`src/rtl/uart_word_tx.sv`:
```
// Serializes DATA_WIDTH-bit words as consecutive 8N1 frames, low byte first, through a one-word holding register.
// A load occurs one edge after capture; tx_done pulses on that load, and a word arriving while hold is full and not loading is dropped (sticky overrun).
module uart_word_tx #(
    parameter int CLKS_PER_BIT = 16,
    parameter int DATA_WIDTH   = 16
) (
    input  logic                  clk,
    input  logic                  rst,
    input  logic [DATA_WIDTH-1:0] data_in,
    input  logic                  data_in_valid,
    output logic                  tx_done,
    output logic                  tx_serial,
    output logic                  busy,
    output logic                  overrun
);
    localparam int NBYTES = DATA_WIDTH / 8;
    localparam int TW     = $clog2(CLKS_PER_BIT);
    localparam int BW     = (NBYTES > 1) ? $clog2(NBYTES) : 1;
    localparam logic [TW-1:0] TMAX      = TW'(CLKS_PER_BIT - 1);
    localparam logic [BW-1:0] LAST_BYTE = BW'(NBYTES - 1);

    typedef enum logic [1:0] {IDLE, START, DATA, STOP} state_t;

    state_t                state;
    logic [TW-1:0]         timer;
    logic [2:0]            bit_idx;
    logic [BW-1:0]         byte_idx;
    logic [DATA_WIDTH-1:0] shreg;
    logic [DATA_WIDTH-1:0] hold;
    logic                  hold_full;

    logic bit_end, word_end, load, capture, hold_full_nxt, idle_nxt;

    always_comb begin
        bit_end       = (timer == TMAX);
        word_end      = (state == STOP) && bit_end && (byte_idx == LAST_BYTE);
        load          = hold_full && ((state == IDLE) || word_end);
        // A word arriving on the same edge hold is drained replaces it rather than overrunning.
        capture       = data_in_valid && (!hold_full || load);
        hold_full_nxt = capture || (hold_full && !load);
        idle_nxt      = !load && ((state == IDLE) || word_end);
    end

    always_ff @(posedge clk or posedge rst) begin
        if (rst) begin
            state     <= IDLE;
            timer     <= '0;
            bit_idx   <= '0;
            byte_idx  <= '0;
            shreg     <= '0;
            hold      <= '0;
            hold_full <= 1'b0;
            tx_serial <= 1'b1;
            tx_done   <= 1'b0;
            busy      <= 1'b0;
            overrun   <= 1'b0;
        end else begin
            tx_done   <= load;
            busy      <= hold_full_nxt || !idle_nxt;
            hold_full <= hold_full_nxt;
            if (capture)
                hold <= data_in;
            if (data_in_valid && !capture)
                overrun <= 1'b1;

            if (load) begin
                state     <= START;
                shreg     <= hold;
                byte_idx  <= '0;
                bit_idx   <= '0;
                timer     <= '0;
                tx_serial <= 1'b0;
            end else begin
                case (state)
                    IDLE: begin
                        timer     <= '0;
                        tx_serial <= 1'b1;
                    end
                    START: begin
                        if (bit_end) begin
                            timer     <= '0;
                            bit_idx   <= '0;
                            state     <= DATA;
                            tx_serial <= shreg[0];
                        end else begin
                            timer <= timer + 1'b1;
                        end
                    end
                    DATA: begin
                        if (bit_end) begin
                            timer <= '0;
                            // Shifting every data bit leaves the next byte in shreg[7:0].
                            shreg <= shreg >> 1;
                            if (bit_idx == 3'd7) begin
                                state     <= STOP;
                                tx_serial <= 1'b1;
                            end else begin
                                bit_idx   <= bit_idx + 1'b1;
                                tx_serial <= shreg[1];
                            end
                        end else begin
                            timer <= timer + 1'b1;
                        end
                    end
                    STOP: begin
                        if (bit_end) begin
                            timer <= '0;
                            if (word_end) begin
                                state     <= IDLE;
                                tx_serial <= 1'b1;
                            end else begin
                                byte_idx  <= byte_idx + 1'b1;
                                state     <= START;
                                tx_serial <= 1'b0;
                            end
                        end else begin
                            timer <= timer + 1'b1;
                        end
                    end
                    default: state <= IDLE;
                endcase
            end
        end
    end
endmodule

```
`config.mk`:
```
export PLATFORM = sky130hd
export DESIGN_NAME = uart_word_tx
export DESIGN_NICKNAME = d
export VERILOG_FILES = /design/src/rtl/uart_word_tx.sv
export SDC_FILE = /design/constraint.sdc
export NUM_CORES = 1
export LEC_CHECK = 0
export BUFFER_PORTS_ARGS = -buffer_cell sky130_fd_sc_hd__buf_2
export CAP_MARGIN = 20
export CORE_UTILIZATION = 50
export DETAILED_ROUTE_END_ITERATION = 10
export PLACE_DENSITY = 0.69
export SYNTH_ARGS = -nofsm -noshare
export SYNTH_HDL_FRONTEND = slang
export SYNTH_SLANG_ARGS = --single-unit
```
`constraint.sdc`:
```
create_clock -name clk -period 5.4 [get_ports clk]
set_input_delay 0.27 -clock clk [delete_from_list [all_inputs] [get_ports clk]]
set_output_delay 0.27 -clock clk [all_outputs]
set_load 0.02 [all_outputs]
```
==> key figures <==
Status
  • Status: completed

Placement
  • Half-perimeter wire length after detailed placement: 2640 um
  • PortBufs: 22
  • RePlAce Congestion: 0.798

Timing
  • Relative slew slack: 55.4%
  • Setup_tns: 0 ps
  • Fmax achieved: 443 MHz
  • Slew Limit Fails: 0
  • RSZ-0062 raised after global routing: false
  • Worst-Margin Slew: 669 ps
  • Final setup fails: 0
  • Final hold slack: 106 ps
  • Final Skew: 8.27 ps
  • Period utilization: 41.8%
  • Final Hold Violating Endpoints: 0
  • Tmin final: 2260 ps

Critical path
  • CP peak stage delay: 550 ps
  • Crit path cell chain: ha_1 > nand3_1 > o21ai_2 > buf_4 > o32ai_1 > mux2i_1
  • Setup Crit Path Kind: reg2reg
  • CP top delay family: compound AO/OA/AOI/OAI gates
  • Critical Path RT: 5570 ps
  • Worst Path Max Fanout: 15
  • Crit path capture type: flop
  • Startpoint Class: flop
  • CP bufs+invs: 1
  • Slowest library cell on the worst path: o21ai_2
  • WP data arrival: 2430 ps

Power
  • Peak VDD IR: 0.196 mV
  • Sw frac: 22.2%
  • NetSw: 0.000136 W
  • Logic gate share of total power: 5.3%
  • Sequential Power Share: 61.0%
  • P_int: 0.000476 W
  • Clk pwr share: 33.7%
  • PwrDens: 252 nW/um2
  • Leak: 1.16 nW

Global routing
  • Antenna violations before repair: 0
  • Global route overflow: 0
  • Largest net degree at the start of global routing: 48
  • Vias in the first global route: 1,472
  • Tot GR Track Use: 19.0%
  • First-pass GRT wire length: 6470 um

Die
  • Die area: 4700 um2
  • Core area: 4120 um2
  • Initial core utilization: 53.8%
  • Die height: 68.5 um
  • Die X: 68.5 um
  • Io pins: 23
  • Row Count: 23

Synthesis
  • YS warnings: 0
  • Post-synthesis average cell area: 12.0 um2
  • Number of synthesized register bits: 47
  • Post-Syn Nets: 212
  • Unique cell type count in the Yosys netlist: 39
  • Synthesized instance count: 185
  • Post-Syn Area: 2210 um2
  • Share of the yosys chip area belonging to registers: 53.2%

Drt
  • Final wirelength: 3750 um
  • Highest routed metal layer: met4
  • DR WL/cell: 14.5 um
  • DRC Markers: 0
  • Met3 WL post-DR: 108 um
  • Antenna Nets Post-Route: 0
  • Initial drt markers: 42
  • Routed via count: 1,432
  • DR WL met2: 1850 um
  • Pre-antenna DRT Iters: 4
  • Via/cell ratio: 5.53
  • Wl on met1: 1730 um

Clock network
  • Clock root cell: clkbuf_8
  • Hold-fix buffers, CTS: 0
  • CTS tree: built
  • Post-CTS Setup Repair Bufs: 0
  • # clock sinks: 47
  • CTS Buffer Depth: 2
  • Max H-tree Level: 2
  • Clock slew at reported path FFs: 90 ps
  • TritonCTS Buffers: 5
  • Skew-Pair Late Insertion Delay: 300 ps
  • Gates resized, CTS repair: 0

Hold path
  • Hold/Removal Path Class: in2async

Finish
  • Area delta synth->final: 9.84%
  • Commonest non-fill, non-tap cell in the layout: dfrtp_1
  • Ant. Diodes: 0
  • Share of cells above drive strength 1: 26.8%
  • Filler cell count: 351
  • Nets: 235
  • Most frequent cells in the layout: 46 x dfrtp_1, 26 x nor2_1, 22 x buf_2, 18 x mux2i_1, 17 x a21oi_1

Job
  • Max_cap viols: 0
synth_stat cells:
cell type	instances	share of area, %
and2_1	3	0.85
buf_6	2	1.0
nand2_1	4	0.68
dfstp_2	1	1.2
and3_1	1	0.28
ha_1	8	4.5
buf_2	1	0.23
a31o_2	1	0.40
or3_1	1	0.28
or2b_1	1	0.34
o22a_1	1	0.40
a31oi_1	2	0.57
nor3_1	2	0.45
a2bb2oi_1	1	0.40
clkbuf_1	4	0.68
buf_4	1	0.34
or3_2	1	0.34
nor2_1	26	4.4
mux2_2	7	3.6
mux2_4	10	6.8
nand3_1	3	0.68
a21oi_1	17	3.8
o21ai_0	4	0.90
and4_1	1	0.40
nand2_4	1	0.51
a211oi_1	2	0.68
nor3b_1	1	0.34
dfrtp_1	46	52
o21ai_2	1	0.40
xnor2_1	1	0.40
xor2_1	1	0.40
a311o_2	1	0.51
o31ai_1	1	0.34
nand4_1	1	0.28
o32ai_1	1	0.40
mux2i_1	18	8.1
inv_1	5	0.85
buf_12	1	0.90
nand3b_1	1	0.34
worst reg2reg max path: stages, from the launching register on:
cell and delay, ps:
dfrtp_1 390, ha_1 380, nand3_1 140, o21ai_2 550, buf_4 370, o32ai_1 160, mux2i_1 150
registers in the layout, summed over array words and instances (netlist names):
name	count
tx_done	1
bit_idx	3
byte_idx	1
hold	16
timer	4
shreg	16
hold_full	1
busy	1
state	2
tx_serial	1
overrun	1
through the flow:
stage / area (um2) / util, % / std cells / total power [W] / setup slack (ps)
2_1_floorplan: 2210 / - / 185 / 0.000400 / 3400
3_3_place_gp: 2330 / 56.7 / 250 / 0.000412 / 3200
3_5_place_dp: 2330 / 56.7 / 250 / 0.000414 / 3100
4_1_cts: 2420 / 58.8 / 258 / 0.000618 / 3090
5_1_grt: 2430 / 59.1 / 259 / 0.000639 / 2910
6_report: 2430 / 59.1 / 259 / 0.000613 / 3140
area by class of cell:
class,instances,area [um2],share of cell area (%)
clock buffer,6,72.6,2.99
inverter,5,18.8,0.772
sequential,47,1180,48.4
multi-input combinational,124,951,39.1
timing repair buffer,25,136,5.61
tap,50,62.6,2.57
clock inverter,2,12.5,0.515
routing by layer:
| metal | GRT usage [%] | vias to the layer above |
|---|---|---|
| li1 | - | 691 |
| met1 | 23.8 | 718 |
| met2 | 30.5 | 15 |
| met3 | 5.59 | 8 |
| met4 | 8.07 | 0 |
| met5 | 0 | - |
cells by family (layout without fill, tap and decap cells):
family / Yosys count / after routing / synth area share [%]
multiplexers: 35 / 35 / 18.5
flip-flops: 47 / 47 / 53.2
adder cells (fa/ha/maj): 8 / 8 / 4.52
buffers and inverters: 14 / 38 / 4.01
AND/OR/NAND/NOR: 47 / 47 / 10.2
XOR/XNOR: 2 / 2 / 0.792
AO/OA/AOI/OAI: 32 / 32 / 8.82
path summary, 6_finish.rpt:
| kind | start | cells after the start | endpoint | slack [ps] |
|---|---|---|---|---|
| max | state[0] | 6 | state[0] | 3140 |
| min | rst | 3 | timer[1] | 110 |
| max in group asynchronous | rst | 3 | shreg[8] | 4900 |
| min in group clk | data_in[3] | 2 | hold[3] | 200 |
| min reg2reg | overrun | 1 | overrun | 470 |
| max reg2reg | state[0] | 6 | state[0] | 3140 |
power groups by stage:
stage | Combinational (W) | Sequential [W] | Clock [W]
after floorplan | 0.0000226 | 0.000378 | 0
after global placement | 0.0000318 | 0.000380 | 0
after detailed placement | 0.0000329 | 0.000381 | 0
after CTS | 0.0000333 | 0.000374 | 0.000210
after global routing | 0.0000364 | 0.000375 | 0.000227
final | 0.0000322 | 0.000374 | 0.000207
Note: power is estimated with default switching activity, not from simulation.
